`src/rtl/uart_pkg.sv`:
```
// Shared UART definitions: receiver FSM encoding, legal oversampling ratios
// and the parity-type encoding also used by the transmitter.
package uart_pkg;

  typedef enum logic [2:0] {
    ST_IDLE,
    ST_START,
    ST_DATA,
    ST_PARITY,
    ST_STOP,
    ST_DONE
  } rx_state_t;

  localparam int CNT_W       = 6;
  localparam int PRESCALE_8  = 8;
  localparam int PRESCALE_16 = 16;
  localparam int PRESCALE_32 = 32;

  localparam logic PAR_EVEN = 1'b0;
  localparam logic PAR_ODD  = 1'b1;

  // Anything other than 16 or 32 falls back to 8x oversampling.
  function automatic logic [CNT_W-1:0] decode_prescale(input logic [31:0] p);
    if (p == 32'(PRESCALE_16)) return CNT_W'(PRESCALE_16);
    if (p == 32'(PRESCALE_32)) return CNT_W'(PRESCALE_32);
    return CNT_W'(PRESCALE_8);
  endfunction

endpackage

```
`src/rtl/uart_rx_sampler.sv`:
```
// Per-bit timing for the UART receiver: edge/bit counters and a 3-sample
// majority vote taken around the middle of each bit period.
module uart_rx_sampler
  import uart_pkg::*;
#(
  parameter int DATA_WIDTH = 8,
  parameter int BIT_W      = $clog2(DATA_WIDTH)
) (
  input  logic             clk,
  input  logic             rst,
  input  logic             active,
  input  logic             data_phase,
  input  logic [CNT_W-1:0] prescale,
  input  logic             rx,
  output logic             sample_done,
  output logic             bit_end,
  output logic             bit_value,
  output logic [BIT_W-1:0] bit_cnt
);

  logic [CNT_W-1:0] edge_cnt_reg;
  logic [BIT_W-1:0] bit_cnt_reg;
  logic [2:0]       samples_reg;
  logic [CNT_W-1:0] half;

  assign half        = prescale >> 1;
  assign bit_end     = active && (edge_cnt_reg == prescale - CNT_W'(1));
  assign sample_done = active && (edge_cnt_reg == half + CNT_W'(2));
  assign bit_value   = (samples_reg[0] & samples_reg[1]) |
                       (samples_reg[0] & samples_reg[2]) |
                       (samples_reg[1] & samples_reg[2]);
  assign bit_cnt     = bit_cnt_reg;

  always_ff @(posedge clk) begin
    if (rst || !active) begin
      edge_cnt_reg <= '0;
      bit_cnt_reg  <= '0;
    end else begin
      edge_cnt_reg <= bit_end ? '0 : edge_cnt_reg + CNT_W'(1);
      if (bit_end && data_phase)
        bit_cnt_reg <= bit_cnt_reg + BIT_W'(1);
    end
  end

  // Taps land on edge_cnt = half-1, half, half+1.
  for (genvar gi = 0; gi < 3; gi++) begin : g_tap
    always_ff @(posedge clk) begin
      if (rst)
        samples_reg[gi] <= 1'b0;
      else if (active && (edge_cnt_reg == half + CNT_W'(gi) - CNT_W'(1)))
        samples_reg[gi] <= rx;
    end
  end

endmodule

```
`src/rtl/uart_rx_frame.sv`:
```
// UART receiver: start/data/parity/stop framing, parity and stop checking,
// and one-cycle result strobes issued before the stop bit has ended.
module uart_rx_frame
  import uart_pkg::*;
#(
  parameter int DATA_WIDTH = 8,
  parameter int PRESCALE_W = 6
) (
  input  logic                  CLK,
  input  logic                  RST,
  input  logic                  RX_IN,
  input  logic [PRESCALE_W-1:0] PRESCALE,
  input  logic                  PAR_EN,
  input  logic                  PAR_TYP,
  output logic [DATA_WIDTH-1:0] P_DATA,
  output logic                  DATA_VALID,
  output logic                  PAR_ERR,
  output logic                  STP_ERR
);

  localparam int BIT_W = $clog2(DATA_WIDTH);

  rx_state_t             state_reg, state_next;
  logic [CNT_W-1:0]      prescale_reg;
  logic                  par_en_reg;
  logic                  par_typ_reg;
  logic [DATA_WIDTH-1:0] shift_reg;
  logic                  par_fail_reg;
  logic [DATA_WIDTH-1:0] p_data_reg;
  logic                  data_valid_reg;
  logic                  par_err_reg;
  logic                  stp_err_reg;

  logic             active;
  logic             data_phase;
  logic             sample_done;
  logic             bit_end;
  logic             bit_value;
  logic [BIT_W-1:0] bit_cnt;
  logic             start_seen;
  logic             stop_check;
  logic             stp_fail;

  assign active     = (state_reg == ST_START) || (state_reg == ST_DATA) ||
                      (state_reg == ST_PARITY) || (state_reg == ST_STOP);
  assign data_phase = (state_reg == ST_DATA);
  assign start_seen = (state_reg == ST_IDLE) && !RX_IN;
  assign stop_check = (state_reg == ST_STOP) && sample_done;
  assign stp_fail   = !bit_value;

  uart_rx_sampler #(
    .DATA_WIDTH(DATA_WIDTH),
    .BIT_W     (BIT_W)
  ) u_sampler (
    .clk        (CLK),
    .rst        (RST),
    .active     (active),
    .data_phase (data_phase),
    .prescale   (prescale_reg),
    .rx         (RX_IN),
    .sample_done(sample_done),
    .bit_end    (bit_end),
    .bit_value  (bit_value),
    .bit_cnt    (bit_cnt)
  );

  always_ff @(posedge CLK) begin
    if (RST) state_reg <= ST_IDLE;
    else     state_reg <= state_next;
  end

  always_comb begin
    state_next = state_reg;
    case (state_reg)
      ST_IDLE:   if (!RX_IN) state_next = ST_START;
      ST_START: begin
        if (sample_done && bit_value) state_next = ST_IDLE;
        else if (bit_end)             state_next = ST_DATA;
      end
      ST_DATA: begin
        if (bit_end && (bit_cnt == BIT_W'(DATA_WIDTH - 1)))
          state_next = par_en_reg ? ST_PARITY : ST_STOP;
      end
      ST_PARITY: if (bit_end) state_next = ST_STOP;
      // Leave mid stop bit so a start edge right at its end is not missed.
      ST_STOP:   if (sample_done) state_next = ST_DONE;
      ST_DONE:   state_next = ST_IDLE;
      default:   state_next = ST_IDLE;
    endcase
  end

  always_ff @(posedge CLK) begin
    if (RST) begin
      prescale_reg   <= CNT_W'(PRESCALE_8);
      par_en_reg     <= 1'b0;
      par_typ_reg    <= PAR_EVEN;
      shift_reg      <= '0;
      par_fail_reg   <= 1'b0;
      p_data_reg     <= '0;
      data_valid_reg <= 1'b0;
      par_err_reg    <= 1'b0;
      stp_err_reg    <= 1'b0;
    end else begin
      if (start_seen) begin
        prescale_reg <= decode_prescale(32'(PRESCALE));
        par_en_reg   <= PAR_EN;
        par_typ_reg  <= PAR_TYP;
        par_fail_reg <= 1'b0;
      end
      if (data_phase && sample_done)
        shift_reg <= {bit_value, shift_reg[DATA_WIDTH-1:1]};
      if ((state_reg == ST_PARITY) && sample_done)
        par_fail_reg <= bit_value != ((^shift_reg) ^ par_typ_reg);
      // Strobes are registered on entry to DONE and last exactly that cycle.
      data_valid_reg <= stop_check && !par_fail_reg && !stp_fail;
      par_err_reg    <= stop_check && par_fail_reg;
      stp_err_reg    <= stop_check && stp_fail;
      if (stop_check && !par_fail_reg && !stp_fail)
        p_data_reg <= shift_reg;
    end
  end

  assign P_DATA     = p_data_reg;
  assign DATA_VALID = data_valid_reg;
  assign PAR_ERR    = par_err_reg;
  assign STP_ERR    = stp_err_reg;

endmodule

```
`config.mk`:
```
export PLATFORM = sky130hd
export DESIGN_NAME = uart_rx_frame
export DESIGN_NICKNAME = d
export VERILOG_FILES = /design/src/rtl/uart_pkg.sv /design/src/rtl/uart_rx_sampler.sv /design/src/rtl/uart_rx_frame.sv
export SDC_FILE = /design/constraint.sdc
export NUM_CORES = 1
export LEC_CHECK = 0
export BUFFER_PORTS_ARGS = -buffer_cell sky130_fd_sc_hd__buf_4
export CORE_UTILIZATION = 40
export DETAILED_ROUTE_END_ITERATION = 10
export GPL_TIMING_DRIVEN = 0
export PLACE_DENSITY = 0.54
export SLEW_MARGIN = 0
export SYNTH_ARGS = -nofsm -noshare
export SYNTH_HDL_FRONTEND = slang
export SYNTH_SLANG_ARGS = --single-unit
export TNS_END_PERCENT = 5
```
`constraint.sdc`:
```
create_clock -name CLK -period 2.4 [get_ports CLK]
set_clock_uncertainty 0.1 [all_clocks]
set_input_delay 0.36 -clock CLK [delete_from_list [all_inputs] [get_ports CLK]]
set_output_delay 0.36 -clock CLK [all_outputs]
set_load 0.02 [all_outputs]
```
* Yosys cells after proc, flatten, opt, wreduce, memory -nomap -nowiden
Index checks and enable logic that the tools add are counted.
** Word-level totals
- Memories kept :: 0
- Register bits after elaboration :: 43
- Input port bits :: 11
- ROM bits :: 0
- Memory bits (writable) :: 0
- Output and inout bits :: 11
- Word-level logic and storage cells :: 97
- Latch bits :: 0
** Operators by class
- Muxes and demuxes :: 21
- Add/subtract/negate cells :: 8
- Magnitude comparators :: 0
- Reduce and logical (&&, ||, !) cells :: 29
- Bitwise logic cells :: 6
- Shifts and indexed selects :: 0
- Equality and inequality tests :: 18
- Div/mod/pow operators :: 0
- Multiply operators :: 0
** Operator list (number)
- $eq 6x6->1 :: 5
- $mux 6 :: 4
- $mux 3 :: 7
- $sub 6x1->6 const B :: 3
- $logic_and 1x1->1 :: 16
- $pmux 3 s5 :: 1
- $mux 1 :: 9
- $reduce_xor 8->1 :: 1
- $add 5x1->6 const B :: 1
- $add 5x2->6 const B :: 1
- $add 6x1->6 const B :: 1
- $eq 3x2->1 const B :: 2
- $eq 3x3->1 const B :: 2
- $eq 6x5->1 const B :: 1
- $eq 6x6->1 const B :: 1
- $ne 2x2->1 const B :: 3
- $sub 5x1->6 const B :: 1
- $reduce_and 5->1 :: 1
- $logic_not 1->1 :: 4
- $logic_or 1x1->1 :: 4
- $add 3x1->3 const B :: 1
- $and 1x1->1 :: 3
- $eq 3x1->1 const B :: 1
- $logic_not 3->1 :: 1
- other kinds (7) :: 8

* Depth between registers and ports, before layout
- Word-level depth :: 9
- Mapped depth :: 7
- Mapped depth without buffers :: 7

* Cells and area by module
A second synthesis with hierarchy kept.
** Second synthesis, totals
- Cells, all modules :: 279
- Area total of the unflattened synthesis :: 2437.3 um^2
** Modules (own cells, without submodules)
- uart_rx_frame :: cells each 138, area an instance 1258.7 um^2, seq. area each 560.5 um^2, times used 1
- uart_rx_sampler :: cells each 141, area an instance 1178.6 um^2, seq. area each 240.2 um^2, times used 1

* Worst setup path after synthesis
No wires, ideal clock.
- Path type :: register to register
- Start point :: reg prescale_reg[3]
- End point :: reg state_reg[1]
- Arrival :: 1741 ps
- Period minus slack after synthesis :: 1913 ps
- Slack :: 487 ps
- Library setup time :: 72 ps
- Required time :: 2228 ps
- Buffers on the path :: 0
- Stages on the path, launching flop included :: 8
- Cell sequence :: dfxtp_1 -> inv_1 -> ha_1 -> xnor2_1 -> nor4_4 -> nor3b_2 -> a211oi_2 -> mux2i_1
** Between the ends
- Cells in the longest elaborated chain, start to end :: 6
- Elaborated cells on any way between the ends :: 15
- Those cells by class :: add/sub: 2; eq/ne: 6; mux: 2; reduce/logical: 5
** RTL lines
- from (decl) :: RTL line uart_rx_frame.sv:24 : logic [CNT_W-1:0] prescale_reg;
- from (signal assigned) :: RTL line uart_rx_frame.sv:94 : prescale_reg <= CNT_W'(PRESCALE_8);
- from (signal assigned) :: RTL line uart_rx_frame.sv:105 : prescale_reg <= decode_prescale(32'(PRESCALE));
- $sub 6x1->6 / $add 5x2->6 (equally long branches) :: RTL line uart_rx_sampler.sv:27, uart_rx_sampler.sv:28
- $eq 6x6->1, on equally long branches :: RTL line uart_rx_sampler.sv:27, uart_rx_sampler.sv:28
- $logic_and 1x1->1, on equally long branches :: RTL line uart_rx_sampler.sv:27, uart_rx_sampler.sv:28
- $logic_and 1x1->1, on equally long branches :: RTL line uart_rx_frame.sv:81, uart_rx_frame.sv:77
- $ne 2x1->1 (no source line) (tied with other cells)
- $reduce_and 5->1 (no source line) / $pmux 3 s5 (equally long branches)
- to (signal assigned) :: RTL line uart_rx_frame.sv:69 : else state_reg <= state_next;
- to (decl) :: RTL line uart_rx_frame.sv:23 : rx_state_t state_reg, state_next;
Several ways; a longest one is shown, not always the timed one.
A chain may end at the register's enable or synchronous reset.

* Final worst setup path
Ends and elaborated chain as after synthesis.

==> results.yml <==
critical_path:
  ff2ff_setup_slack_ns: 0.22
  cp.required_ns: 2.52
  arrival_ns: 2.30
  cp_top_family: "flip-flops"
  critPathMaxStageDelay_ns: 0.46
  ff2ff_path_depth: 7
  r2r_end: "state_reg[1]$_SDFFE_PP0P_"
  path_class: "flip-flop to flip-flop"
  crit_chain: "inv_1 -> ha_1 -> xnor2_1 -> nor4_4 -> o22ai_1 -> a211oi_2 -> mux2i_1"
  critical_path.endpoint_type: "flip-flop"
  path_buf_inv: 1
  path_max_fanout: 6
  slowest_stage: "dfxtp_1"
  r2r-start: "prescale_reg[3]$_SDFFE_PP1P_"
  crit_path_start_kind: "flip-flop"
logic_synthesis:
  synth_top_area_share_pct: 39.7
  synth_mux_area_share_pct: 10.9
  synthTopCellsByArea: "dfxtp_1 (40%), mux2i_1 (11%), nor2_1 (7.4%)"
  synth_compound_area_share_pct: 5.33
  async_flop_share_pct: 0
  synthAdderAreaFrac_pct: 4.84
  syn_area_per_cell_um2: 9.17
  syn_inst: 220
  synth_edf_count: 0
  synth_top_family_by_area: "simple AND/OR/NAND/NOR gates"
  synth-xor-area-share_pct: 12.0
  syn-num-nets: 238
  synth_cell_types: 39
  syn_area_um2: 2020
  synth_area_leader_cell: "dfxtp_1"
  synth_flop_cell: "dfxtp_1"
  yosysWarnings: 0
  synthSimpleGateAreaFrac_pct: 23.1
  synth.top_cells.by_count: "dfxtp_1 (40), nor2_1 (40), mux2i_1 (22)"
  synth-seq-area-share_pct: 39.7
  postSynthRegisterBits: 40
power_and_ir_drop:
  vdd_drop_max_mv: 0.268
  p_leak_nw: 1.05
  p_per_area_nw_per_um2: 580
routing:
  wl_per_cell_um: 12.1
  first_iter_violations: 51
  final_antenna_net_count: 0
  routed_wl_um: 3830
  vias: 1536
  drt-pass1-iter-count: 4
  drc_errors: 0
  detail_route.vias_per_cell: 4.86
sta:
  fin_crit_sh_pct: 90.9
  fmax_ghz: 0.458
  tightest_slew_ns: 0.553
  setup_viol: 0
  slew_viol_final: 0
  max_slew_margin_pct: 62.9
  fin_crit_ns: 2.18
  rsz0062_at_grt: "no"
  hold_viol: 0
  hold_ws_ns: 0.226
  tns_ns: 0
floorplanning:
  rows: 25
  dieArea_um2: 5330
  initial_utilization_pct: 42.1
  core_um2: 4790
  ios: 22
  fp.dieW_um: 73.0
  dieHeight_um: 73.0
global_routing:
  antenna_found_initial: 0
  use_met1_pct: 22.5
  grt_use_met3_pct: 2.90
  grt.busiest_layer: "met2"
  grt_usage_pct: 15.7
  grt_pass1_vias: 1364
  use_met2_pct: 23.8
  grt_max_degree: 14
  grt_pass1_wl_um: 6460
  grt-ovfl-total: 0
place:
  hpwl_um: 2750
  gp_congestion: 0.792
  numPortBuffers: 21
clocking:
  clk_latency_ns: 0.29
  cts_inserted_buffers: 5
  cts_setup_buffers: 0
  clkSinkCount: 40
  cts_root_buf: "clkbuf_8"
  ctsLongestPathBuffers: 2
  cts_tree: "built"
  clk_pin_slew_worst_paths_ns: 0.08
  cts_resized: 0
  h-tree-depth: 2
  cts_hold_buf: 0
final_layout:
  fill_cells: 468
  nets: 266
  drive_gt1_share_pct: 16.5
  area.growth.synth_to_final_pct: 16.8
  antennaDiodeCount: 0
run_status:
  outcome: "complete, no violations"
min_path:
  hold_path_class: "primary input to flip-flop"
  hold_depth: 3
  worstHoldEndpoint: "par_typ_reg$_SDFFE_PP0P_"
  worstHoldStart: "PAR_TYP"
run:
  cap_violations: 0
## layout by cell type, fill, tap and decap left out, drive strengths merged, types with 2 or more instances in the layout
| cell type | n |
|---|---|
| or4 | 2 |
| xor2 | 10 |
| ha | 7 |
| nor3 | 4 |
| clkbuf | 14 |
| nor3b | 2 |
| nand4 | 2 |
| nand4b | 2 |
| inv | 8 |
| nand2 | 11 |
| nand3 | 9 |
| xnor2 | 15 |
| a21oi | 9 |
| dfxtp | 40 |
| clkinvlp | 2 |
| buf | 24 |
| nand2b | 6 |
| nor2 | 41 |
| nor4 | 3 |
| mux2i | 22 |
| o21ai | 2 |
| and3 | 2 |
## routing by layer
layer  wire length [um]  up-vias
met5                  0        -
met4                 33        0
met3                111        4
met2               1670       23
met1               2020      715
li1                   -      794
## cell families (layout without fill, tap and decap cells)
logic type / Yosys count / in the layout
compound gates: 17 / 17
xor+xnor: 26 / 26
fa+ha+maj: 8 / 8
buf+inv: 19 / 48
flops: 40 / 40
mux: 22 / 22
simple gates: 88 / 88
## tightest hold or removal path, stage by stage
cell	delay, ns
buf_4	0.11
nand3_1	0.06
a21oi_1	0.05
## per-stage QoR
stage / utilization, % / area (um2) / setup slack, ns / total power [mW] / instances
final: 49.2 / 2360 / 0.218 / 1.37 / 316
after global routing: 49.2 / 2360 / 0.0284 / 1.44 / 316
after CTS: 49.2 / 2360 / 0.235 / 1.38 / 316
after detailed placement: 47.2 / 2260 / 0.248 / 0.905 / 308
after global placement: 47.2 / 2260 / 0.255 / 0.904 / 308
after floorplan: - / 2020 / 0.487 / 0.852 / 220
## final cells by class
cell class,count,area [um2],share of cell area (%)
inverter,8,30.0,1.27
tap,67,83.8,3.56
timing repair buffer,21,158,6.69
clock buffer,6,82.6,3.51
clock inverter,2,15.0,0.637
multi-input combinational,161,1130,48.1
sequential,40,801,34.0
buffer,11,52.6,2.23
## report_power, final
part / total (mW) / internal (mW) / switching [mW]
Clock: 0.475 / 0.233 / 0.242
Sequential: 0.693 / 0.679 / 0.0139
Combinational: 0.199 / 0.0773 / 0.121
Total: 1.37 / 0.989 / 0.378
## how the worst max path moves through the flow
| stage | cells past startpoint | slack (ns) | to | start |
|---|---|---|---|---|
| floorplan | 7 | 0.49 | state_reg[1]$_SDFFE_PP0P_ | prescale_reg[3]$_SDFFE_PP1P_ |
| global placement | 6 | 0.26 | P_DATA[7]$_SDFFE_PP0P_ | u_sampler.edge_cnt_reg[4]$_SDFF_PP0_ |
| detailed placement | 6 | 0.25 | P_DATA[3]$_SDFFE_PP0P_ | u_sampler.edge_cnt_reg[4]$_SDFF_PP0_ |
| CTS | 6 | 0.24 | P_DATA[2]$_SDFFE_PP0P_ | u_sampler.edge_cnt_reg[4]$_SDFF_PP0_ |
| global route | 6 | 0.03 | P_DATA[0]$_SDFFE_PP0P_ | u_sampler.edge_cnt_reg[4]$_SDFF_PP0_ |
| finish | 7 | 0.22 | state_reg[1]$_SDFFE_PP0P_ | prescale_reg[3]$_SDFFE_PP1P_ |
No activity file was read; power rests on OpenSTA's default activity.
